$ cat config.mk
export PLATFORM = sky130hd
export DESIGN_NAME = uart_tx_buffer_flat
export DESIGN_NICKNAME = d
export VERILOG_FILES = /design/src/rtl/uart_pkg.sv /design/src/rtl/uart_tx_buffer_if.sv /design/src/rtl/uart_sync_fifo.sv /design/src/rtl/uart_tx_buffer.sv /design/src/flat_wrapper.sv
export SDC_FILE = /design/constraint.sdc
export NUM_CORES = 1
export LEC_CHECK = 0
export ABC_AREA = 0
export CAP_MARGIN = 20
export CORE_ASPECT_RATIO = 2
export CORE_MARGIN = 2
export CORE_UTILIZATION = 25
export CTS_CLUSTER_SIZE = 16
export DETAILED_ROUTE_END_ITERATION = 12
export SYNTH_ARGS = -nofsm -noshare
export SYNTH_HDL_FRONTEND = slang
export SYNTH_HIERARCHICAL = 1
export SYNTH_SLANG_ARGS = --single-unit
$ cat constraint.sdc
create_clock -name clk -period 3.7 [get_ports clk]
set_clock_uncertainty 0.1 [all_clocks]
set_input_delay 0.74 -clock clk [delete_from_list [all_inputs] [get_ports clk]]
set_output_delay 0.74 -clock clk [all_outputs]
set_load 0.01 [all_outputs]
$ cat src/rtl/uart_pkg.sv
// Shared definitions for the UART transmit-side buffer and its FIFO.
package uart_pkg;

  localparam int UART_TXBUF_DEPTH_LOG2_DEFAULT = 4;
  localparam int UART_BYTE_W                   = 8;

  typedef enum logic [1:0] {
    IDLE = 2'd0,
    SEND = 2'd1,
    GAP  = 2'd2
  } tx_state_t;

endpackage

$ cat src/rtl/uart_tx_buffer_if.sv
// Producer / line-side handshake bundle for uart_tx_buffer.
// The master side is the producer plus the uart_byte_tx it feeds; the slave side is the buffer.
interface uart_tx_buffer_if #(
  parameter int DEPTH_LOG2 = uart_pkg::UART_TXBUF_DEPTH_LOG2_DEFAULT
) ();
  import uart_pkg::*;

  logic [UART_BYTE_W-1:0] wr_data;
  logic                   wr_en;
  logic [UART_BYTE_W-1:0] tx_data;
  logic                   send_go;
  logic                   tx_done;
  logic                   full;
  logic                   empty;
  logic [DEPTH_LOG2:0]    count;
  logic                   overflow;
  logic                   ovf_clr;

  modport master (
    output wr_data, wr_en, tx_done, ovf_clr,
    input  tx_data, send_go, full, empty, count, overflow
  );

  modport slave (
    input  wr_data, wr_en, tx_done, ovf_clr,
    output tx_data, send_go, full, empty, count, overflow
  );

endinterface

$ cat src/rtl/uart_sync_fifo.sv
// Single-clock circular FIFO with registered full/empty/count.
// A push into a full FIFO is accepted only when a pop happens in the same cycle.
module uart_sync_fifo
  import uart_pkg::*;
#(
  parameter int WIDTH      = UART_BYTE_W,
  parameter int DEPTH_LOG2 = UART_TXBUF_DEPTH_LOG2_DEFAULT
) (
  input  logic                  clk,
  input  logic                  reset,
  input  logic                  push,
  input  logic                  pop,
  input  logic [WIDTH-1:0]      din,
  output logic [WIDTH-1:0]      dout,
  output logic                  full,
  output logic                  empty,
  output logic [DEPTH_LOG2:0]   count
);

  localparam int                  DEPTH     = 1 << DEPTH_LOG2;
  localparam logic [DEPTH_LOG2:0] DEPTH_CNT = (DEPTH_LOG2 + 1)'(DEPTH);

  logic [WIDTH-1:0]      mem [DEPTH];
  logic [DEPTH_LOG2-1:0] wr_ptr;
  logic [DEPTH_LOG2-1:0] rd_ptr;
  logic                  do_push;
  logic                  do_pop;
  logic [DEPTH_LOG2:0]   count_next;

  assign do_pop  = pop && !empty;
  assign do_push = push && (!full || do_pop);
  assign dout    = mem[rd_ptr];

  // Next occupancy; full/empty are derived from it so they are registered alongside count.
  always_comb begin
    count_next = count;
    case ({do_push, do_pop})
      2'b10:   count_next = count + 1'b1;
      2'b01:   count_next = count - 1'b1;
      default: count_next = count;
    endcase
  end

  // Storage array; no reset needed since reads are gated by occupancy.
  always_ff @(posedge clk) begin
    if (do_push) mem[wr_ptr] <= din;
  end

  // Pointers and occupancy flags.
  always_ff @(posedge clk) begin
    if (reset) begin
      wr_ptr <= '0;
      rd_ptr <= '0;
      count  <= '0;
      empty  <= 1'b1;
      full   <= 1'b0;
    end else begin
      if (do_push) wr_ptr <= wr_ptr + 1'b1;
      if (do_pop)  rd_ptr <= rd_ptr + 1'b1;
      count <= count_next;
      empty <= (count_next == '0);
      full  <= (count_next == DEPTH_CNT);
    end
  end

endmodule

$ cat src/rtl/uart_tx_buffer.sv
// Queues bytes from a producer and hands them one at a time to uart_byte_tx.
//
// state | meaning
// IDLE  | waiting for a queued byte; pops the head as soon as one is present
// SEND  | send_go held high with tx_data stable until tx_done
// GAP   | one cycle with send_go low so uart_byte_tx can re-arm
module uart_tx_buffer
  import uart_pkg::*;
#(
  parameter int DEPTH_LOG2 = UART_TXBUF_DEPTH_LOG2_DEFAULT
) (
  input  logic             clk,
  input  logic             reset,
  uart_tx_buffer_if.slave  bus
);

  tx_state_t              state;
  logic [UART_BYTE_W-1:0] tx_data;
  logic                   send_go;
  logic                   overflow;
  logic [UART_BYTE_W-1:0] fifo_dout;
  logic                   fifo_full;
  logic                   fifo_empty;
  logic [DEPTH_LOG2:0]    fifo_count;
  logic                   pop_req;
  logic                   drop;

  // The pop decision comes straight from registered state, so the FIFO sees it the same cycle.
  assign pop_req = (state == IDLE) && !fifo_empty;
  assign drop    = bus.wr_en && fifo_full && !pop_req;

  uart_sync_fifo #(
    .WIDTH      (UART_BYTE_W),
    .DEPTH_LOG2 (DEPTH_LOG2)
  ) u_fifo (
    .clk   (clk),
    .reset (reset),
    .push  (bus.wr_en),
    .pop   (pop_req),
    .din   (bus.wr_data),
    .dout  (fifo_dout),
    .full  (fifo_full),
    .empty (fifo_empty),
    .count (fifo_count)
  );

  // Send controller with registered tx_data/send_go.
  always_ff @(posedge clk) begin
    if (reset) begin
      state   <= IDLE;
      tx_data <= '0;
      send_go <= 1'b0;
    end else begin
      case (state)
        IDLE: begin
          if (pop_req) begin
            tx_data <= fifo_dout;
            send_go <= 1'b1;
            state   <= SEND;
          end
        end
        SEND: begin
          if (bus.tx_done) begin
            send_go <= 1'b0;
            state   <= GAP;
          end
        end
        GAP: begin
          state <= IDLE;
        end
        default: begin
          send_go <= 1'b0;
          state   <= IDLE;
        end
      endcase
    end
  end

  // Sticky overflow; a drop in the same cycle as a clear keeps the flag set.
  always_ff @(posedge clk) begin
    if (reset)            overflow <= 1'b0;
    else if (drop)        overflow <= 1'b1;
    else if (bus.ovf_clr) overflow <= 1'b0;
  end

  assign bus.tx_data  = tx_data;
  assign bus.send_go  = send_go;
  assign bus.full     = fifo_full;
  assign bus.empty    = fifo_empty;
  assign bus.count    = fifo_count;
  assign bus.overflow = overflow;

endmodule

$ cat src/flat_wrapper.sv
// flat-port wrapper written by rule: the top's interface ports become plain ports
module uart_tx_buffer_flat import uart_pkg::*;
#(
  parameter int DEPTH_LOG2 = UART_TXBUF_DEPTH_LOG2_DEFAULT
)
  (clk, reset, bus_wr_data, bus_wr_en, bus_tx_done, bus_ovf_clr, bus_tx_data, bus_send_go, bus_full, bus_empty, bus_count, bus_overflow);
  uart_tx_buffer_if #(.DEPTH_LOG2(DEPTH_LOG2)) bus_i ();
  input  logic clk;
  input  logic reset;
  input wire logic [$bits(bus_i.wr_data)-1:0] bus_wr_data;
  input wire logic [$bits(bus_i.wr_en)-1:0] bus_wr_en;
  input wire logic [$bits(bus_i.tx_done)-1:0] bus_tx_done;
  input wire logic [$bits(bus_i.ovf_clr)-1:0] bus_ovf_clr;
  output wire logic [$bits(bus_i.tx_data)-1:0] bus_tx_data;
  output wire logic [$bits(bus_i.send_go)-1:0] bus_send_go;
  output wire logic [$bits(bus_i.full)-1:0] bus_full;
  output wire logic [$bits(bus_i.empty)-1:0] bus_empty;
  output wire logic [$bits(bus_i.count)-1:0] bus_count;
  output wire logic [$bits(bus_i.overflow)-1:0] bus_overflow;
  assign bus_i.wr_data = bus_wr_data;
  assign bus_i.wr_en = bus_wr_en;
  assign bus_i.tx_done = bus_tx_done;
  assign bus_i.ovf_clr = bus_ovf_clr;
  assign bus_tx_data = bus_i.tx_data;
  assign bus_send_go = bus_i.send_go;
  assign bus_full = bus_i.full;
  assign bus_empty = bus_i.empty;
  assign bus_count = bus_i.count;
  assign bus_overflow = bus_i.overflow;
  uart_tx_buffer #(.DEPTH_LOG2(DEPTH_LOG2)) u_core (.clk(clk), .reset(reset), .bus(bus_i));
endmodule
Yosys cells after proc, flatten, opt, wreduce, memory -nomap -nowiden:

Memory sizes are Yosys's and may differ from the RTL's. A register that Yosys moved wholly into a read port is not among the register bits.
Cells that the tools add are included.

* output and inout port bits: 17
* bits in registers: 19
* RAM bits: 128
* bits of input ports: 13
* memories: 1

* bitwise operators: 1
* add/sub/neg operators: 4
* equal/unequal tests: 7
* mux-type cells: 11
* reductions and logical operators: 15

Memories
* u_core.u_fifo.mem: words 16, bits a word 8, rd ports 1, clocked after Yosys merged registers in 1, wr ports 1, RTL line uart_sync_fifo.sv:23 `logic [WIDTH-1:0] mem [DEPTH];`

Operators with widths (number)
* $pmux 5 s2: 1
* $add 4x1->4 const B: 2
* $mux 1: 6
* $add 5x1->5 const B: 1
* $eq 5x5->1 const B: 1
* $logic_and 1x1->1: 5
* $logic_not 5->1: 1
* $sub 5x1->5 const B: 1
* $eq 2x1->1 const B: 2
* $eq 2x2->1 const B: 2
* $mux 2: 2
* $pmux 2 s2: 1
* $reduce_and 2->1: 2
* $logic_not 1->1: 3
* $pmux 1 s3: 1
* $reduce_and 3->1: 1
* $logic_not 2->1: 1
* $ne 2x1->1 const B: 1
* $ne 2x2->1 const B: 1
* $reduce_bool 2->1: 1
* $logic_or 1x1->1: 1
* $not 1->1: 1

Depth between registers and ports, before layout:

Gate-level depths: netlist of run 1.

* depth in word-level cells: 8
* mapped depth: 17
* mapped depth without buffers: 12

Hierarchy:

The synthesis of run 1 kept the hierarchy.

By module, submodules not included
* uart_sync_fifo: area an instance 5829.3 um2, cells an instance 302, times used 1
* uart_tx_buffer: area an instance 536.8 um2, cells an instance 55, times used 1

Least setup slack after synthesis of run 1:

OpenSTA, ideal clock, no wires.

* path type: register to register
* from: register u_core.u_fifo.empty
* to: register u_core.u_fifo.full
* arrival time: 3.094 ns
* stages on the path, launching flop included: 18
* setup time: 0.117 ns
* clock period less this slack: 3.311 ns
* setup slack: 0.389 ns
* path through: dfxtp_1 clkbuf_1 buf_2 nor3_1 nor2b_1 clkbuf_1 o21a_1 buf_2 inv_1 ha_1 buf_2 xor2_1 ha_1 nor2_1 o31a_1 o211ai_1 xor2_1 and4bb_1

* longest elaborated chain between the ends: 8
* elaborated cells on any way between the ends: 9
* those cells by class: 3 x eq/ne; 1 x mux; 5 x reduce/logical

Ends and longest elaborated chain
* start, declared: RTL line uart_sync_fifo.sv:16 `output logic empty,`
* start signal, assigned: RTL line uart_sync_fifo.sv:61 `empty <= (count_next == '0);`
* $logic_not 1->1 (*): RTL line uart_tx_buffer.sv:29 `assign pop_req = (state == IDLE) && !fifo_empty;`
* $logic_and 1x1->1 (*): RTL line uart_tx_buffer.sv:29
* via u_core.pop_req: RTL line uart_tx_buffer.sv:25 `logic pop_req;`
* $logic_and 1x1->1 (*): RTL line uart_sync_fifo.sv:30 `assign do_pop = pop && !empty;`
* via u_core.u_fifo.do_pop: RTL line uart_sync_fifo.sv:27 `logic do_pop;`
* $logic_or 1x1->1: RTL line uart_sync_fifo.sv:31 `assign do_push = push && (!full || do_pop);`
* $logic_and 1x1->1: RTL line uart_sync_fifo.sv:31
* $eq 2x1->1 / $eq 2x2->1 (equally long branches): RTL line uart_sync_fifo.sv:37 `case ({do_push, do_pop})`
* $pmux 5 s2 (*): RTL line uart_sync_fifo.sv:37
* $eq 5x5->1 (*): RTL line uart_sync_fifo.sv:62 `full <= (count_next == DEPTH_CNT);`
* end signal, assigned: RTL line uart_sync_fifo.sv:62
* end, declared: RTL line uart_sync_fifo.sv:15 `output logic full,`

The timed path passes the listed nets; every way through them passes the cells marked *.
A chain may end at the register's enable or synchronous reset.

Final worst setup path of run 1:

* from: register u_core.state[1]
* to: register u_core.u_fifo.full

* longest elaborated chain between the ends: 8
* elaborated cells on any way between the ends: 9
* those cells by class: 3 x eq/ne; 1 x mux; 5 x reduce/logical

Ends and longest elaborated chain
* start, declared: RTL line uart_tx_buffer.sv:17 `tx_state_t state;`
* start signal, assigned: RTL line uart_tx_buffer.sv:50 `state <= IDLE;`
* start signal, assigned: RTL line uart_tx_buffer.sv:59 `state <= SEND;`
* start signal, assigned: RTL line uart_tx_buffer.sv:65 `state <= GAP;`
* $logic_not 2->1 (*): RTL line uart_tx_buffer.sv:29
* $logic_and 1x1->1 (*): RTL line uart_tx_buffer.sv:29
* via u_core.pop_req: RTL line uart_tx_buffer.sv:25
* $logic_and 1x1->1 (*): RTL line uart_sync_fifo.sv:30
* $logic_or 1x1->1: RTL line uart_sync_fifo.sv:31
* $logic_and 1x1->1: RTL line uart_sync_fifo.sv:31
* $eq 2x1->1 / $eq 2x2->1 (equally long branches): RTL line uart_sync_fifo.sv:37
* $pmux 5 s2 (*): RTL line uart_sync_fifo.sv:37
* $eq 5x5->1 (*): RTL line uart_sync_fifo.sv:62

Marked as above.

==> results of run 1 <==
-- power groups by stage --
stage | combinational [uW] | sequential (uW) | clock [uW]
2_1_floorplan | 520 | 2120 | 0
3_3_place_gp | 736 | 2160 | 0
3_5_place_dp | 756 | 2160 | 0
4_1_cts | 761 | 2130 | 1680
5_1_grt | 813 | 2140 | 1760
6_report | 744 | 2120 | 1640
-- layout make-up --
| class | instances | area (sq um) | share of cell area |
|---|---|---|---|
| clock buffer | 18 | 429 | 0.0561 |
| clock inverter | 12 | 121 | 0.0159 |
| inverter | 7 | 26.3 | 0.00344 |
| multi-input combinational | 166 | 1730 | 0.227 |
| sequential | 159 | 4470 | 0.584 |
| tap | 336 | 420 | 0.0550 |
| timing repair buffer | 49 | 453 | 0.0592 |
-- layer usage --
layer | global-route usage | vias up
met2 | 0.206 | 49
met5 | 0 | -
met1 | 0.0947 | 1699
met3 | 0.0264 | 23
li1 | - | 1492
met4 | 0.0588 | 0
-- through the flow --
stage | hold slack, ns | setup WS (ns) | util | area (sq um)
finish | 0.369 | 0.536 | 0.306 | 7650
global route | 0.416 | 0.289 | 0.306 | 7650
CTS | 0.373 | 0.543 | 0.306 | 7650
detailed placement | 0.365 | 0.348 | 0.284 | 7100
global placement | 0.360 | 0.423 | 0.284 | 7100
floorplan | 0.385 | 0.389 | - | 6370
-- Yosys cell counts (7+ instances only) --
cell	count	area, sq um
edfxtp_1	128	3840
mux4_2	40	901
dfxtp_1	31	621
nor2_1	30	113
a21oi_1	11	55.1
or4b_1	9	90.1
xor2_1	9	78.8
clkbuf_1	8	30.0
ha_1	8	100
o31ai_1	8	60.1
inv_1	7	26.3
nand2_1	7	26.3
-- state kept, by name, summed over array words and instances (netlist names), named ones only --
name,count
u_core/bus.tx_data,8
u_core/state,2
u_core/u_fifo/empty,1
u_core/u_fifo/rd_ptr,4
u_core/u_fifo/count,5
u_core/u_fifo/full,1
u_core/bus.overflow,1
u_core/u_fifo/wr_ptr,4
u_core/bus.send_go,1
u_core/u_fifo/mem,128
-- worst max-delay path, delay by kind of cell (launching register included) --
family | cells | cell delay, ns
and+or+nand+nor | 4 | 0.97
AOI/OAI and AO/OA | 3 | 0.66
adders and majority gates | 2 | 0.52
xor gates and xnor gates | 2 | 0.44
DFF | 1 | 0.31
buffers and inverters | 1 | 0.06
-- kinds of logic (layout without fill, tap and decap cells) --
kind of cell / count (synthesis) / in the layout / share of synthesized area
flip-flops: 159 / 159 / 0.701
AND/OR/NAND/NOR: 69 / 69 / 0.0594
multiplexers: 43 / 43 / 0.146
AO/OA/AOI/OAI: 35 / 35 / 0.0358
buffers and inverters: 32 / 86 / 0.0265
XOR/XNOR: 11 / 11 / 0.0151
adder cells (fa/ha/maj): 8 / 8 / 0.0157
-- final timing paths --
path                                 startpoint                            endpoint  slack [ns]
min reg2reg  u_core/bus.tx_data[1]$_SDFFE_PP0P_  u_core/bus.tx_data[1]$_SDFFE_PP0P_        0.37
max                u_core/state[1]$_SDFFE_PP0P_       u_core/u_fifo/full$_SDFF_PP0_        0.54
max reg2reg        u_core/state[1]$_SDFFE_PP0P_       u_core/u_fifo/full$_SDFF_PP0_        0.54
min          u_core/bus.tx_data[1]$_SDFFE_PP0P_  u_core/bus.tx_data[1]$_SDFFE_PP0P_        0.37
==> metrics.md, run 1 <==
| Metric | Value |
|---|---|
| Width of the die | between 100 and 150 um |
| Row cnt | roughly 80 |
| Syn Inst Count | approximately 360 |
| Fmax | 316 MHz |
| Rel. slew slack | 0.432 |
| Area grow syn2layout | 20.1% |
| Hold buffers post-CTS | 0 |
| Routed WL per cell | 17.8 um |
| Initial DRC count | around 240 |
| Total CTS buffers | 17 |
| Fill cell count | 2,473 |
| Post-DP HPWL | around 9500 um |
| Met1 WL | around 4300 um |
| Global Route Usage Sum | 0.106 |
| Gate power share | 0.165 |
| Max Used Layer | met4 |
| CTS Buffer Depth | 2 |
| Startpoint Class | flip-flop |
| Status | finished, final reports clean |
| Cell Area, Synth | about 0.0064 sq mm |
| Worst ir drop on vdd | roughly 290 uV |
| Yosys Warn Count | 6 |
| CTS tree | built |
| Post-cts sizing count | 0 |
| Placed insts | between 700 and 800 |
| Core area | 0.0250 sq mm |
| Critical Path Fanout Max | 9 |
| Most used DFF post-synth | edfxtp_1 |
| Net Sw Power | 1110 uW |
| Via count | 3,263 |
| Final Hold Vio Count | 0 |
| Skew-Pair Late Insertion Delay | approximately 0.42 ns |
| Total grt overflow | 0 |
| MaxCap Viol Count | 0 |
| Post-DR vias/cell | ~4.4 |
| Crit path capture type | flip-flop |
| Post-DRT Antenna Nets | 0 |
| Chip height | 230 um |
| Post-route insts no fill | approximately 750 |
| Setup TNS | 0 ns |
| Post-route clock period utilization | 0.855 |
| Worst Max-Slew Pin Slew | 0.849 ns |
| Initial antenna violation count | 0 |
| Power Dens Cells | between 500 and 600 mW/mm^2 |
| Reg power frac | 0.471 |
| Reg2Reg Depth | 12 |
| CP Class | reg -> reg |
| Final WL | between 10,000 and 15,000 um |
| CTS Root Buffer Type | clkbuf_16 |
| Part of the power in the clock network | 0.364 |
| Starting Density | 0.254 |
| Most common cell after layout, fill and taps aside | edfxtp_1 |
| H-tree levels | 4 |
| Routability Congestion | 0.757 |
| Largest net degree at the start of global routing | 33 |
| Total clock sinks | approximately 160 |
| Io pins | 30 |
| Number of synthesized flops with an enable pin | ~130 |
| # nets final | about 420 |
| CP arrival | 3.38 ns |
| Synthesized net count | approximately 380 |
| Avg Inst Size Synth | 17.8 sq um |
| Internal power | ~3400 uW |
| Setup bufs post-CTS | 0 |
| Share of cells above drive strength 1 | 0.217 |
| Synthesis-stage register bit count | between 150 and 200 |
| Slowest Stage Delay on Critical Path | 0.49 ns |
| Synth cell types | 39 |
| # setup viols final | 0 |
| Port Buffers | 29 |
| RSZ-0062 raised after global routing | no |
| Switching share of power | 0.247 |
| Met3 wire len | about 300 um |
| Area of the die | ~0.027 sq mm |
| TritonRoute pass-1 iters | 5 |
| Hold depth | 2 |
| Final Max Slew Viols | 0 |
| Detailed-route DRC error count | 0 |
| Crit path time final | around 3.2 ns |
| Asr flop ratio synth | 0 |
| Hold crit path type | reg -> reg |
| Total power after layout | between 4000 and 5000 uW |
| Cell chain of the critical path | nor3_1 > nor2b_1 > o21a_1 > inv_1 > ha_1 > xor2_1 > ha_1 > nor2_1 > o31a_1 > o211ai_1 > xor2_1 > and4bb_1 |
| Commonest non-fill, non-tap cells in the layout | edfxtp_1, mux4_2, dfxtp_1, nor2_1, clkdlybuf4s50_1 |
| CP Data Required Time | a little under 4 ns |
| Global-route wire length before repair | ~20,000 um |
| Routed length on met2 | 8190 um |
| CP max-delay cell | nor2b_1 |
| Vias in the first global route | roughly 3,400 |
| Antenna cells | 0 |
| Sequential cell area fraction in the yosys report | 0.701 |
| Leakage | about 0.0024 uW |
| Clk pin slew, worst setup/hold paths | around 0.06 ns |
No activity file was read; power rests on OpenSTA's default activity.
==> inputs of run 2 (changes only) <==
CTS_CLUSTER_SIZE = default   (was 16)
==> results of run 2 <==
Same layout as run 1: the final DEF is identical, and so are final timing and power.
==> patch 1, RTL diff (config.mk and constraints of run 2) <==
Reset style: asynchronous (`reset`), changed in 3 clocked blocks.
--- a/src/rtl/uart_sync_fifo.sv
+++ b/src/rtl/uart_sync_fifo.sv
@@ -49,3 +49,3 @@
   // Pointers and occupancy flags.
-  always_ff @(posedge clk) begin
+  always_ff @(posedge clk or posedge reset) begin
     if (reset) begin
--- a/src/rtl/uart_tx_buffer.sv
+++ b/src/rtl/uart_tx_buffer.sv
@@ -47,3 +47,3 @@
   // Send controller with registered tx_data/send_go.
-  always_ff @(posedge clk) begin
+  always_ff @(posedge clk or posedge reset) begin
     if (reset) begin
@@ -79,3 +79,3 @@
   // Sticky overflow; a drop in the same cycle as a clear keeps the flag set.
-  always_ff @(posedge clk) begin
+  always_ff @(posedge clk or posedge reset) begin
     if (reset)            overflow <= 1'b0;
Function: differs if reset is asserted again (counterexample within 4 cycles, from zero or initial values and one cycle with reset high); with reset held inactive, the same outputs for 10 cycles.
==> patch 1 against run 2 <==
  * Global-route usage down 0.54 points
  * Setup slack worse by 0.070 ns
  * Sequential cell count down 4
  * First-iteration DRC count down 46%
  * Die area up 0.25%
  * Final area down 0.65%
  * Critical path depth up 1
  * Routed wire length down 5.3%
  * Area after synthesis up 0.26%
  * Highest routed layer unchanged
Power is not compared: it rests on default switching activity, and its combinational part moved more than twofold at a synthesized area within 25%.
==> patch 1: results (changes against run 2) <==
Outcome
  – Run status: finished, final reports clean (unchanged)

Synthesis
  – Commonest cells post-synth: edfxtp_1 (128), dfrtp_1 (26), mux4_1 (21), mux4_2 (19), nand2_1 (12) (was edfxtp_1 (128), mux4_2 (40), dfxtp_1 (31), nor2_1 (30), a21oi_1 (11))
  – Portion of the post-synthesis area used by sequential elements: 0.708 (was 0.701)
  – Yosys warnings: 6 (unchanged)
  – Netlist cell types: 40 (was 39)
  – Number of flops mapped to enable cells by yosys: 128 (unchanged)
  – Share of flip-flops with an asynchronous set or reset after synthesis: 0.174 (was 0)
  – Leading post-synthesis cells by cell area: edfxtp_1 (60%), dfrtp_1 (10%), mux4_1 (8.6%) (was edfxtp_1 (60%), mux4_2 (14%), dfxtp_1 (9.7%))
  – Synthesized netlist net count: 340 (was 378)

STA
  – Tightest Pin Transition: 0.649 ns (was 0.849 ns)
  – Minimum hold slack: 0.386 ns (was 0.369 ns)
  – Post-route fraction of the period consumed by the critical path: 0.874 (was 0.855)

Placement
  – Routability cong.: 0.733 (was 0.757)
  – HPWL after detailed placement: 8910 um (was 9500 um)
  – Dpl ws: 0.187 ns (was 0.348 ns)
  – Port Buf Inserts: 29 (unchanged)

Power and ir drop
  – Leakage power figure: 2.56 nW
  – Worst vdd rail ir drop: 346 uV

Route
  – DRT iter0 DRCs: 131 (was 243)
  – Final Routed Wirelength: 12,600 um (was 13,300 um)
  – Number of iterations in the first detailed-routing pass: 4 (was 5)
  – Post-detailed-route via-to-cell ratio: 4.26 (was 4.37)
  – Post-route DRC: 0 (unchanged)

Cells and area
  – Fraction of layout instances using a drive strength above 1: 0.191 (was 0.217)
  – Number of diodes: 0 (unchanged)
  – Leading registers by flop count: u_core/u_fifo/mem (128), u_core/bus.tx_data (8), u_core/u_fifo/count (5) (unchanged)
  – Final layout net count: 386 (was 421)
  – Filler Cell Count: 2,466 (was 2,473)

Worst setup path
  – Crit Path Max Fanout: 10 (was 9)
  – Maximum single-stage delay on the critical path: 0.56 ns (was 0.49 ns)
  – Worst path slowest cell: dfstp_2 (was nor2b_1)
  – FF-to-FF setup slack: 0.47 ns (was 0.54 ns)
  – Reg-to-reg critical path startpoint: u_core/u_fifo/empty$_DFF_PP1_ (was u_core/state[1]$_SDFFE_PP0P_)
  – Worst endpoint data arrival time: 3.47 ns (was 3.38 ns)

GRT
  – Number of antenna violations at the first check in global routing: 0 (unchanged)
  – Global-route wire length before repair: 19,200 um (was 20,200 um)
  – Vias in the first global route: 3,342 (was 3,424)
  – Pin count of the biggest net entering global routing: 36 (was 33)
  – GRT Resource Usage Total: 0.101 (was 0.106)

Clock tree
  – Root buf cell: clkbuf_16 (unchanged)
  – Clock transition time at the flip-flop clock pins of the worst setup and hold paths: 0.06 ns (about the same)
  – CTS max path bufs: 2 (unchanged)
  – Clock latency reported for the late side of the worst-skew pair: 0.43 ns

Hold path
  – Start point of the worst min-delay path: u_core/bus.send_go$_DFFE_PP0P_ (was u_core/bus.tx_data[1]$_SDFFE_PP0P_)
[patch 1: path summary, 6_finish.rpt]
check                                                       to  cells past startpoint
max in group asynchronous  u_core/u_fifo/rd_ptr[0]$_DFFE_PP0P_                      2
max                               u_core/u_fifo/full$_DFF_PP0_                     13
max reg2reg                       u_core/u_fifo/full$_DFF_PP0_                     13
min in group asynchronous          u_core/state[0]$_DFFE_PP0P_                      2
min                             u_core/bus.send_go$_DFFE_PP0P_                      1
min reg2reg                     u_core/bus.send_go$_DFFE_PP0P_                      1
[patch 1: routing by layer]
layer	wire (um)	part of all wire	vias up	GRT usage
met5	0	0	-	0
met4	392	0.031	0	0.0526
met1	4110	0.33	1588	0.0863
met3	339	0.027	21	0.0287
li1	-	-	1379	-
met2	7770	0.62	46	0.199
[patch 1: stage by stage]
step | area (sq um) | cells
2_1_floorplan | 6380 | 319
3_3_place_gp | 7060 | 682
3_5_place_dp | 7060 | 682
4_1_cts | 7600 | 713
5_1_grt | 7600 | 713
6_report | 7600 | 713
[patch 1: worst max-delay path, delay by kind of cell (launching register included)]
kind | cells | cell delay (ns)
fa+ha+maj | 2 | 0.60
compound gates | 3 | 0.56
buf+inv | 1 | 0.23
xor+xnor | 2 | 0.42
simple gates | 5 | 0.68
flops | 1 | 0.56
[patch 1: cell families (layout without fill, tap and decap cells)]
family          after synthesis  after routing  share of synthesized area
compound gates               15             15                     0.0159
xor+xnor                     11             11                     0.0151
fa+ha+maj                     8              8                     0.0157
buf+inv                      29             87                     0.0308
flops                       155            155                      0.708
mux                          50             50                      0.171
simple gates                 51             51                     0.0433
[patch 1: final cells by class]
class | count | share of cell area
timing repair buffer | 45 | 0.0540
clock inverter | 12 | 0.0140
multi-input combinational | 135 | 0.219
sequential | 155 | 0.595
tap | 336 | 0.0553
inverter | 11 | 0.00543
clock buffer | 19 | 0.0570
[patch 1: report_power, final]
| group | total, W | leakage, nW | internal, W | switching, W |
|---|---|---|---|---|
| combinational | 0.00183 | 0.820 | 0.000979 | 0.000850 |
| clock | 0.00161 | 0.264 | 0.000969 | 0.000639 |
| sequential | 0.00243 | 1.48 | 0.00220 | 0.000230 |
| total | 0.00586 | 2.56 | 0.00414 | 0.00172 |
==> patch 2, RTL diff (settings of run 2) <==
Made on the original files. Set the package constant `UART_BYTE_W` to 9 (it was 8).
--- a/src/rtl/uart_pkg.sv
+++ b/src/rtl/uart_pkg.sv
@@ -4,3 +4,3 @@
   localparam int UART_TXBUF_DEPTH_LOG2_DEFAULT = 4;
-  localparam int UART_BYTE_W                   = 8;
+  localparam int UART_BYTE_W                   = 9;
 
Interface: changed (resized bus_tx_data and bus_wr_data); port bits go from 30 to 32. No check against the original RTL was run, so the function may have changed too.
==> patch 2 against run 2 <==
  * Area after synthesis increased by 12%
  * Count of clock-buffer cells in the layout decreased by 1
  * Final area increased by 11%
  * Total power increased by 9.8%
  * Setup slack improved by 0.068 ns
  * Routed wire length increased by 6.9%
  * Cell count increased by 7.2%
  * Sequential cell count increased by 17
  * Largest power group unchanged
  * Highest routed layer unchanged
==> patch 2: results (changes against run 2) <==
Outcome
  – Run status: finished, final reports clean (unchanged)

Cells and area
  – Filler Cell Count: 2,733 (was 2,473)
  – Fraction of layout instances using a drive strength above 1: 0.193 (was 0.217)
  – Final layout net count: 455 (was 421)
  – Leading registers by flop count: u_core/u_fifo/mem (144), u_core/bus.tx_data (9), u_core/u_fifo/count (5) (was u_core/u_fifo/mem (128), u_core/bus.tx_data (8), u_core/u_fifo/count (5))

Route
  – Number of iterations in the first detailed-routing pass: 4 (was 5)
  – DRT iter0 DRCs: 326 (was 243)
  – Met1 wire length: 4770 um (was 4340 um)
  – Final Routed Wirelength: 14,200 um (was 13,300 um)
  – Met2 wire len: 8290 um (was 8190 um)

GRT
  – Grt met1 use: 0.0900 (was 0.0947)
  – GRT Resource Usage Total: 0.101 (was 0.106)
  – Met2 Resource Use GR: 0.191 (was 0.206)
  – Global-route wire length before repair: 21,900 um (was 20,200 um)
  – Met3 track utilization from global routing: 0.0259 (was 0.0264)
  – Pin count of the biggest net entering global routing: 37 (was 33)

Synthesis
  – Leading post-synthesis cells by cell area: edfxtp_1 (61%), dfxtp_1 (9.0%), mux4_2 (8.6%) (was edfxtp_1 (60%), mux4_2 (14%), dfxtp_1 (9.7%))
  – Synthesized netlist net count: 405 (was 378)
  – Portion of the post-synthesis area used by sequential elements: 0.699 (was 0.701)
  – Commonest cells post-synth: edfxtp_1 (144), dfxtp_1 (32), nor2_1 (30), mux4_2 (27), mux4_1 (18) (was edfxtp_1 (128), mux4_2 (40), dfxtp_1 (31), nor2_1 (30), a21oi_1 (11))
  – Netlist cell types: 41 (was 39)

Worst setup path
  – Maximum single-stage delay on the critical path: 0.53 ns (was 0.49 ns)
  – Crit Path Max Fanout: 12 (was 9)
  – FF-to-FF setup slack: 0.60 ns (was 0.54 ns)
  – Worst path slowest cell: dfxtp_1 (was nor2b_1)
  – Reg-to-reg critical path startpoint: u_core/u_fifo/empty$_SDFF_PP1_ (was u_core/state[1]$_SDFFE_PP0P_)
  – Number of cells on the worst reg-to-reg path: 13 (was 12)

Placement
  – Routability cong.: 0.712 (was 0.757)
  – Port Buf Inserts: 31 (was 29)
  – HPWL after detailed placement: 10,100 um (was 9500 um)

Power and ir drop
  – Psw: 0.00122 W (was 0.00111 W)
  – Leakage power figure: 2.71 nW (was 2.41 nW)
  – Worst vdd rail ir drop: 266 uV (was 287 uV)

Clock tree
  – Clock latency reported for the late side of the worst-skew pair: 0.44 ns (was 0.42 ns)

STA
  – Tightest Pin Transition: 0.833 ns (was 0.849 ns)
patch 2: cell types whose count changed in the layout (fill, tap and decap cells not counted), sizes merged, moves of 2 or more:
cell,before,now
clkdlybuf4s50,29,31
clkinv,6,2
edfxtp,128,144
inv,8,11
buf,20,26
mux4,40,45
clkinvlp,3,5
patch 2: cells by family (layout without fill, tap and decap cells):
logic type | after synthesis | in the layout | synth area share
xor gates and xnor gates | 11 | 11 | 0.0136
and+or+nand+nor | 69 | 69 | 0.0534
muxes | 48 | 48 | 0.156
buffers and inverters | 33 | 95 | 0.0282
adders and majority gates | 8 | 8 | 0.0141
DFF | 176 | 176 | 0.699
AOI/OAI and AO/OA | 38 | 38 | 0.0351
patch 2: worst min path at each step:
stage                                               from                                 end  cells past startpoint
global placement        u_core/bus.overflow$_SDFFE_PP0P_    u_core/bus.overflow$_SDFFE_PP0P_                      2
floorplan           u_core/u_fifo/rd_ptr[3]$_SDFFE_PP0P_                            register                      2
detailed placement    u_core/bus.tx_data[6]$_SDFFE_PP0P_  u_core/bus.tx_data[6]$_SDFFE_PP0P_                      2
global route          u_core/bus.tx_data[6]$_SDFFE_PP0P_  u_core/bus.tx_data[6]$_SDFFE_PP0P_                      2
finish                  u_core/bus.overflow$_SDFFE_PP0P_    u_core/bus.overflow$_SDFFE_PP0P_                      2
CTS                   u_core/bus.tx_data[6]$_SDFFE_PP0P_  u_core/bus.tx_data[6]$_SDFFE_PP0P_                      2
patch 2: layout make-up:
type / instances / area, sq um / share of cell area
Clock buffer: 17 / 425 / 0.0501
Clock inverter: 14 / 180 / 0.0212
Inverter: 7 / 26.3 / 0.00309
Multi-Input combinational cell: 174 / 1940 / 0.228
Sequential cell: 176 / 4970 / 0.584
Tap cell: 356 / 445 / 0.0524
Timing Repair Buffer: 57 / 518 / 0.0610
patch 2: power by group through the flow:
| stage | combinational [W] | clock [W] | sequential (W) |
|---|---|---|---|
| after floorplan | 0.000551 | 0 | 0.00235 |
| after global placement | 0.000787 | 0 | 0.00235 |
| after detailed placement | 0.000810 | 0 | 0.00236 |
| after CTS | 0.000813 | 0.00187 | 0.00231 |
| after global routing | 0.000875 | 0.00195 | 0.00233 |
| final | 0.000801 | 0.00183 | 0.00231 |
patch 2: per-stage QoR:
stage / cells / hold WS (ns) / total power, W / setup WS [ns] / instance area (sq um)
3_5_place_dp: 770 / 0.365 / 0.00317 / 0.375 / 7890
6_report: 801 / 0.373 / 0.00494 / 0.604 / 8500
2_1_floorplan: 383 / 0.385 / 0.00290 / 0.359 / 7100
3_3_place_gp: 770 / 0.360 / 0.00314 / 0.420 / 7890
4_1_cts: 801 / 0.375 / 0.00500 / 0.591 / 8500
5_1_grt: 801 / 0.398 / 0.00515 / 0.394 / 8500
